File: src/rtl/led_pattern_gen.sv
// LED pattern generator: CHANNELS independent LED outputs, each OFF, ON, BLINK or PWM.
// A prescaler divides ice_clk_i into phase ticks. A PWM_W-bit phase counter advances on
// each tick, and a full phase wrap defines one PWM period. Configuration writes land in
// per-channel pending registers and are promoted to active registers only at a period
// boundary, so LED patterns never change mid-period.
//
// Ports:
//   ice_clk_i       single clock, rising edge
//   rst_ni          asynchronous active-low reset
//   cfg_we_i        config write strobe, sampled every cycle
//   cfg_ch_i        target channel index
//   cfg_mode_i      0 OFF, 1 ON, 2 BLINK, 3 PWM
//   cfg_val_i       PWM duty or blink interval (in periods, minus one)
//   cfg_ack_o       one-cycle pulse after an accepted write
//   cfg_err_o       one-cycle pulse after a write to a non-existent channel
//   led_o           registered LED drive, bit i = channel i, active-high
//   period_start_o  one-cycle pulse in the cycle after a boundary tick
module led_pattern_gen #(
  parameter int unsigned CHANNELS = 3,
  parameter int unsigned PWM_W    = 8,
  parameter int unsigned PRESC    = 16,
  localparam int unsigned ChW     = (CHANNELS > 1) ? $clog2(CHANNELS) : 1
) (
  input  logic                ice_clk_i,
  input  logic                rst_ni,
  input  logic                cfg_we_i,
  input  logic [ChW-1:0]      cfg_ch_i,
  input  logic [1:0]          cfg_mode_i,
  input  logic [PWM_W-1:0]    cfg_val_i,
  output logic                cfg_ack_o,
  output logic                cfg_err_o,
  output logic [CHANNELS-1:0] led_o,
  output logic                period_start_o
);

  localparam int unsigned PrescW = $clog2(PRESC);

  typedef enum logic [1:0] {
    ModeOff   = 2'd0,
    ModeOn    = 2'd1,
    ModeBlink = 2'd2,
    ModePwm   = 2'd3
  } mode_e;

  logic [PrescW-1:0] presc_q, presc_d;
  logic [PWM_W-1:0]  phase_q, phase_d;
  logic              tick;
  logic              boundary;
  logic              ch_valid;

  mode_e [CHANNELS-1:0]           mode_pend_q, mode_pend_d;
  mode_e [CHANNELS-1:0]           mode_act_q, mode_act_d;
  logic  [CHANNELS-1:0][PWM_W-1:0] val_pend_q, val_pend_d;
  logic  [CHANNELS-1:0][PWM_W-1:0] val_act_q, val_act_d;
  logic  [CHANNELS-1:0][PWM_W-1:0] blink_cnt_q, blink_cnt_d;
  logic  [CHANNELS-1:0]           blink_led_q, blink_led_d;

  logic [CHANNELS-1:0] led_q, led_d;
  logic                ack_q, ack_d;
  logic                err_q, err_d;
  logic                ps_q, ps_d;

  // Timebase: prescaler, phase counter and boundary detection.
  always_comb begin
    tick     = (presc_q == PrescW'(PRESC - 1));
    presc_d  = tick ? '0 : presc_q + PrescW'(1);
    phase_d  = tick ? phase_q + PWM_W'(1) : phase_q;
    boundary = tick && (phase_q == '1);
    ps_d     = boundary;
  end

  // Config write decode.
  always_comb begin
    ch_valid = (32'(cfg_ch_i) < CHANNELS);
    ack_d    = cfg_we_i && ch_valid;
    err_d    = cfg_we_i && !ch_valid;
  end

  // Per-channel pending/active registers, blink state and LED next-state.
  always_comb begin
    mode_pend_d = mode_pend_q;
    val_pend_d  = val_pend_q;
    mode_act_d  = mode_act_q;
    val_act_d   = val_act_q;
    blink_cnt_d = blink_cnt_q;
    blink_led_d = blink_led_q;
    led_d       = '0;
    for (int i = 0; i < CHANNELS; i++) begin
      // Boundary promotion reads the pre-write pending value, so a write coinciding
      // with a boundary tick only takes effect at the following boundary.
      if (boundary) begin
        mode_act_d[i] = mode_pend_q[i];
        val_act_d[i]  = val_pend_q[i];
        if (mode_pend_q[i] != ModeBlink || mode_act_q[i] != ModeBlink) begin
          // Not blinking, or just entering BLINK: restart from LED off.
          blink_cnt_d[i] = '0;
          blink_led_d[i] = 1'b0;
        end else if (blink_cnt_q[i] == val_act_q[i]) begin
          blink_cnt_d[i] = '0;
          blink_led_d[i] = ~blink_led_q[i];
        end else begin
          blink_cnt_d[i] = blink_cnt_q[i] + PWM_W'(1);
        end
      end

      if (ack_d && (cfg_ch_i == ChW'(i))) begin
        mode_pend_d[i] = mode_e'(cfg_mode_i);
        val_pend_d[i]  = cfg_val_i;
      end

      unique case (mode_act_q[i])
        ModeOff:   led_d[i] = 1'b0;
        ModeOn:    led_d[i] = 1'b1;
        ModeBlink: led_d[i] = blink_led_q[i];
        ModePwm:   led_d[i] = (phase_q < val_act_q[i]);
        default:   led_d[i] = 1'b0;
      endcase
    end
  end

  always_ff @(posedge ice_clk_i or negedge rst_ni) begin
    if (!rst_ni) begin
      presc_q     <= '0;
      phase_q     <= '0;
      mode_pend_q <= {CHANNELS{ModeOff}};
      mode_act_q  <= {CHANNELS{ModeOff}};
      val_pend_q  <= '0;
      val_act_q   <= '0;
      blink_cnt_q <= '0;
      blink_led_q <= '0;
      led_q       <= '0;
      ack_q       <= 1'b0;
      err_q       <= 1'b0;
      ps_q        <= 1'b0;
    end else begin
      presc_q     <= presc_d;
      phase_q     <= phase_d;
      mode_pend_q <= mode_pend_d;
      mode_act_q  <= mode_act_d;
      val_pend_q  <= val_pend_d;
      val_act_q   <= val_act_d;
      blink_cnt_q <= blink_cnt_d;
      blink_led_q <= blink_led_d;
      led_q       <= led_d;
      ack_q       <= ack_d;
      err_q       <= err_d;
      ps_q        <= ps_d;
    end
  end

  assign led_o          = led_q;
  assign cfg_ack_o      = ack_q;
  assign cfg_err_o      = err_q;
  assign period_start_o = ps_q;

endmodule

File: config.mk
export PLATFORM = sky130hd
export DESIGN_NAME = led_pattern_gen
export DESIGN_NICKNAME = d
export VERILOG_FILES = /design/src/rtl/led_pattern_gen.sv
export SDC_FILE = /design/constraint.sdc
export NUM_CORES = 1
export LEC_CHECK = 0
export BUFFER_PORTS_ARGS = -buffer_cell sky130_fd_sc_hd__buf_2
export CAP_MARGIN = 30
export CORE_ASPECT_RATIO = 0.75
export CORE_MARGIN = 3
export CORE_UTILIZATION = 30
export DETAILED_ROUTE_END_ITERATION = 8
export PLACE_DENSITY = 0.49
export SYNTH_ARGS = -nofsm -noshare
export SYNTH_HDL_FRONTEND = slang
export SYNTH_SLANG_ARGS = --single-unit
File: constraint.sdc
create_clock -name ice_clk_i -period 4.32 [get_ports ice_clk_i]
set_input_delay 0.648 -clock ice_clk_i [delete_from_list [all_inputs] [get_ports ice_clk_i]]
set_output_delay 0.648 -clock ice_clk_i [all_outputs]
set_load 0.01 [all_outputs]
# ---- Word level (Yosys, flattened, before mapping)
# Cells that the tools add are included.
dict set report totals {
  ff_bits 105
  in_bits 15
  out_inout_bits 6
  word_cells 94
}
dict set report op_classes {
  n_addsub 5
  magnitude_cmp 4
  eq_ne 22
  n_mux 16
  bitwise 3
  reduce_logical 20
}
# op n
set ops {}
lappend ops {{two-way mux 8 bit} 6}
lappend ops {{adder 8 x 1 -> 8 bit (second input constant)} 4}
lappend ops {{equality test 8 bit} 3}
lappend ops {{< comparator 8 bit} 3}
lappend ops {{equality test 2 bit (second input constant)} 7}
lappend ops {{inequality test 2 bit (second input constant)} 6}
lappend ops {{case mux 1 bit (4 select lines)} 3}
lappend ops {{equality test 2 x 1 -> 1 bit (second input constant)} 4}
lappend ops {{equality test 8 bit (second input constant)} 1}
lappend ops {{logical NOT 2 bit} 4}
lappend ops {{logical AND 1 bit} 6}
lappend ops {{two-way mux 1 bit} 6}
lappend ops {{AND reduction 2 bit} 3}
lappend ops {{nonzero test 2 bit} 3}
lappend ops {{adder 4 x 1 -> 4 bit (second input constant)} 1}
lappend ops {{equality test 4 bit (second input constant)} 1}
lappend ops {{two-way mux 4 bit} 1}
lappend ops {{logical OR 1 bit} 3}
lappend ops {{NOT 1 bit} 3}
lappend ops {{< comparator 2 bit (second input constant)} 1}
lappend ops {{logical NOT 1 bit} 1}

# ---- Depth between registers and ports, before layout
dict set report logic_depth {
  depth_word 4
  ltp_mapped 7
  ltp_nobuf 6
}

# ---- Worst setup path after synthesis
# OpenSTA, ideal clock, no wires.
dict set report synth_path {
  kind {reg2reg}
  from {register presc_q[0]}
  to {register blink_led_q[0]}
  arrival_ps 1774
  t_required_ps 4188
  setup_slack_ps 2414
  path_stages_with_launch 8
  n_path_buf 2
  path_cell_list {dfrtp_1 -> ha_1 -> nand3_2 -> or4_4 -> buf_6 -> buf_6 -> o21ai_0 -> o41ai_2}
}
dict set report synth_via {
  elab_chain_cells 3
}
# item line_no
set synth_lines {}
lappend synth_lines {{from (decl)} 45} ;# logic [PrescW-1:0] presc_q, presc_d;
lappend synth_lines {{from (signal assigned)} 136} ;# presc_q <= presc_d;
lappend synth_lines {{equality test 4 bit} 65} ;# tick = (presc_q == PrescW'(PRESC - 1));
lappend synth_lines {{logical AND 1 bit} 68} ;# boundary = tick && (phase_q == '1);
lappend synth_lines {{AND reduction 2 bit (no line)} -}
lappend synth_lines {{to (signal assigned)} 143} ;# blink_led_q <= blink_led_d;
lappend synth_lines {{to (decl)} 56} ;# logic [CHANNELS-1:0] blink_led_q, blink_led_d;
# Every way passes these cells.
# A chain may end at the register's enable or synchronous reset.

# ---- Worst setup path in the final report
dict set report layout_path {
  from {register presc_q[0]}
  to {register blink_cnt_q[8] (netlist bit)}
}
dict set report layout_via {
  elab_chain_cells 2
}
# item line_no
set layout_lines {}
lappend layout_lines {{equality test 4 bit} 65}
lappend layout_lines {{logical AND 1 bit} 68}
lappend layout_lines {{to (signal assigned)} 142} ;# blink_cnt_q <= blink_cnt_d;
lappend layout_lines {{to (decl)} 55} ;# logic [CHANNELS-1:0][PWM_W-1:0] blink_cnt_q, blink_cnt_d;
# Every way passes these cells.

==> flow_summary.json <==
{
  "outcome": "completed",
  "rows": 40,
  "place_inst": 707,
  "hold_violations": 0,
  "cts_hold_repair.buffers": 0,
  "nets": 549,
  "slew_headroom_pct": 47.7,
  "grt_max_degree": 60,
  "wl_per_cell_um": 16.0,
  "synthAdderAreaFrac_pct": 6.32,
  "synth_top_family_by_area": "simple AND/OR/NAND/NOR gates",
  "tritoncts": "yes",
  "track_usage_pct": 13.0,
  "synth-edff-count": 0,
  "finalCritPeriodShare_pct": 56.9,
  "num_vias": 3566,
  "slew_viol_final": 0,
  "synth.area.mux_share_pct": 7.56,
  "antenna_left": 0,
  "port_buffers": 20,
  "vias_per_cell": 4.93,
  "ir_drop_mv": 0.169,
  "die_area_um2": 18800,
  "n_antenna_cell": 0,
  "synth_compound_area_share_pct": 12.1,
  "ctsRootBufferMaster": "clkbuf_16",
  "drt_iter0_markers": 266,
  "grt_pass1_vias": 3349,
  "crit_type": "reg2reg",
  "netlist_area_um2": 5150,
  "layout.cells.non_filler": 723,
  "syn_avg_cell_area_um2": 10.5,
  "detail_route.wirelength_um": 11600,
  "final.setup_skew_ns": 0.00832,
  "ctsResizeCount": 0,
  "synth_ff_type": "dfrtp_1",
  "route.detailed.drc": 0,
  "crit_path_max_fanout": 39,
  "hpwl_um": 8560,
  "cts_buffer_depth": 2,
  "cts.sinks": 105,
  "core_area_um2": 16400,
  "syn2layout_area_growth_pct": 11.4,
  "yosys_warnings": 0,
  "setup_viol": 0,
  "setup_tns_ns": 0,
  "h-tree-depth": 3,
  "period_needed_ns": 2.46,
  "power_density_nw_per_um2": 343,
  "synth_cells": 489,
  "synthXorXnorAreaFrac_pct": 5.45,
  "syn-num-nets": 530,
  "yosysUniqueCellTypes": 44,
  "clkLatencyLatePin_ns": 0.35,
  "cp-start-kind": "flip-flop",
  "pin_count": 21,
  "maxCapViolations": 0,
  "layout-drive-gt1-share_pct": 15.2,
  "yosysSeqAreaShare_pct": 51.1,
  "ys_ff_latch": 105,
  "cp.required_ns": 4.58,
  "cts_setup_buffers": 0,
  "cellLeakagePower_uw": 0.00265,
  "yosys.area_share.simple_pct": 12.9,
  "crit_path_end_kind": "flip-flop",
  "fmax_ghz": 0.407,
  "total_power_uw": 1970,
  "place.gp.congestion": 0.824,
  "grt_antenna_before_repair": 0,
  "clkSlewWorstSetupHoldPaths_ns": 0.08,
  "die_w_um": 157,
  "initial_core_util_pct": 31.3,
  "synthArstFlopShare_pct": 100,
  "grt_pass1_wl_um": 19100,
  "numCtsBuffers": 9,
  "rsz0062_at_grt": "no",
  "tightestPinTransition_ns": 0.785,
  "cp.arrival_ns": 2.72,
  "die_h_um": 119,
  "holdCritPathClass": "in2async",
  "grt_overflow": 0,
  "drt_pre_antenna_iters": 4
}
metrics by stage:
step	hold WS (ns)	area [µm²]	setup slack, ns	util, %
global placement	0.458	5450	1.94	33.2
CTS	0.404	5730	1.85	34.9
finish	0.362	5730	1.86	34.9
floorplan	0.352	5150	2.41	-
global route	0.426	5730	1.67	34.9
detailed placement	0.464	5450	1.86	33.2
where the power goes:
group	total [µW]	internal (µW)	switching, µW
Combinational	95.4	51.4	44.0
Clock	803	406	397
Sequential	1070	1040	32.7
Total	1970	1490	474
layout by cell type, fill, tap and decap left out, drive strengths merged, types with 4 or more instances in the layout:
cell type,count
a22o,4
nand2,63
inv,41
mux2i,4
and3,10
nor2,10
a21oi,18
or3,4
dfrtp,105
o22ai,4
nand2b,9
nand3,16
xor2,26
nor4,6
ha,26
a21o,5
clkbuf,10
mux2,31
buf,25
xnor2,6
o21ai,55
nand4,6
cell type report:
class                           instances  area (µm²)
Tap cell                              210         263
Timing Repair Buffer                   25         140
Inverter                               37         139
Sequential cell                       105        2630
Fill cell                            1664       10700
Clock inverter                          6        55.1
Multi-Input combinational cell        330        2280
Clock buffer                           10         229
cells in the mapped netlist (2+ instances only):
library cell | n | area, µm²
clkbuf_1 | 7 | 26.3
a221o_1 | 3 | 30.0
o2bb2ai_1 | 3 | 26.3
nand2_1 | 63 | 236
o21ai_0 | 54 | 270
o211ai_1 | 3 | 22.5
inv_1 | 36 | 135
nand3_1 | 15 | 75.1
o41ai_2 | 2 | 32.5
nand2b_1 | 9 | 56.3
a21oi_1 | 17 | 85.1
buf_2 | 5 | 25.0
nand4_1 | 6 | 37.5
xnor2_1 | 6 | 52.6
a22o_1 | 4 | 35.0
dfrtp_1 | 105 | 2630
ha_1 | 26 | 325
or3_1 | 4 | 25.0
or4b_2 | 2 | 20.0
buf_6 | 2 | 22.5
nor3_1 | 3 | 15.0
nand3b_1 | 2 | 15.0
nor4_1 | 6 | 37.5
o22ai_1 | 4 | 25.0
a21o_1 | 5 | 37.5
mux2_2 | 31 | 349
and3_1 | 10 | 62.6
a221oi_1 | 3 | 26.3
xor2_1 | 26 | 228
mux2i_1 | 4 | 40.0
nor2_1 | 10 | 37.5
worst paths after layout:
kind                                 from         endpoint  slack [ns]  cells after the start
max reg2reg                    presc_q[0]   blink_cnt_q[8]        1.86                      7
min reg2reg                val_pend_q[10]    val_act_q[10]        0.48                      2
min in group ice_clk_i     val_pend_q[10]    val_act_q[10]        0.48                      2
min                                rst_ni  blink_cnt_q[22]        0.36                      1
max in group asynchronous          rst_ni     val_act_q[4]        3.07                      2
max                            presc_q[0]   blink_cnt_q[8]        1.86                      7
flip-flops by register name, indices dropped and copies added (netlist names), 3 cells and up:
| signal | count |
|---|---|
| mode_act_q | 6 |
| val_act_q | 24 |
| mode_pend_q | 6 |
| blink_cnt_q | 24 |
| led_o | 3 |
| presc_q | 4 |
| blink_led_q | 3 |
| val_pend_q | 24 |
| phase_q | 8 |
per-layer routing:
metal / global-route usage, % / up-vias / share of wire [%]
met5: 0 / - / 0
met4: 2.44 / 0 / 0.64
met1: 21.9 / 1739 / 57
li1: - / 1743 / -
met2: 16.3 / 79 / 37
met3: 3.34 / 5 / 5.1
critical path, stage by stage (launching register included):
cell      delay, ns
dfrtp_1        0.39
ha_1           0.26
nand3_2        0.14
or4_4          0.76
clkinv_1       0.13
buf_4          0.32
nand2_1        0.15
o21ai_0        0.20
logic make-up (layout without fill, tap and decap cells):
family	after synthesis	in the layout
buf+inv	54	78
simple gates	135	135
compound gates	102	102
flops	105	105
mux	35	35
xor+xnor	32	32
fa+ha+maj	26	26
(Power assumes the default switching activity.)
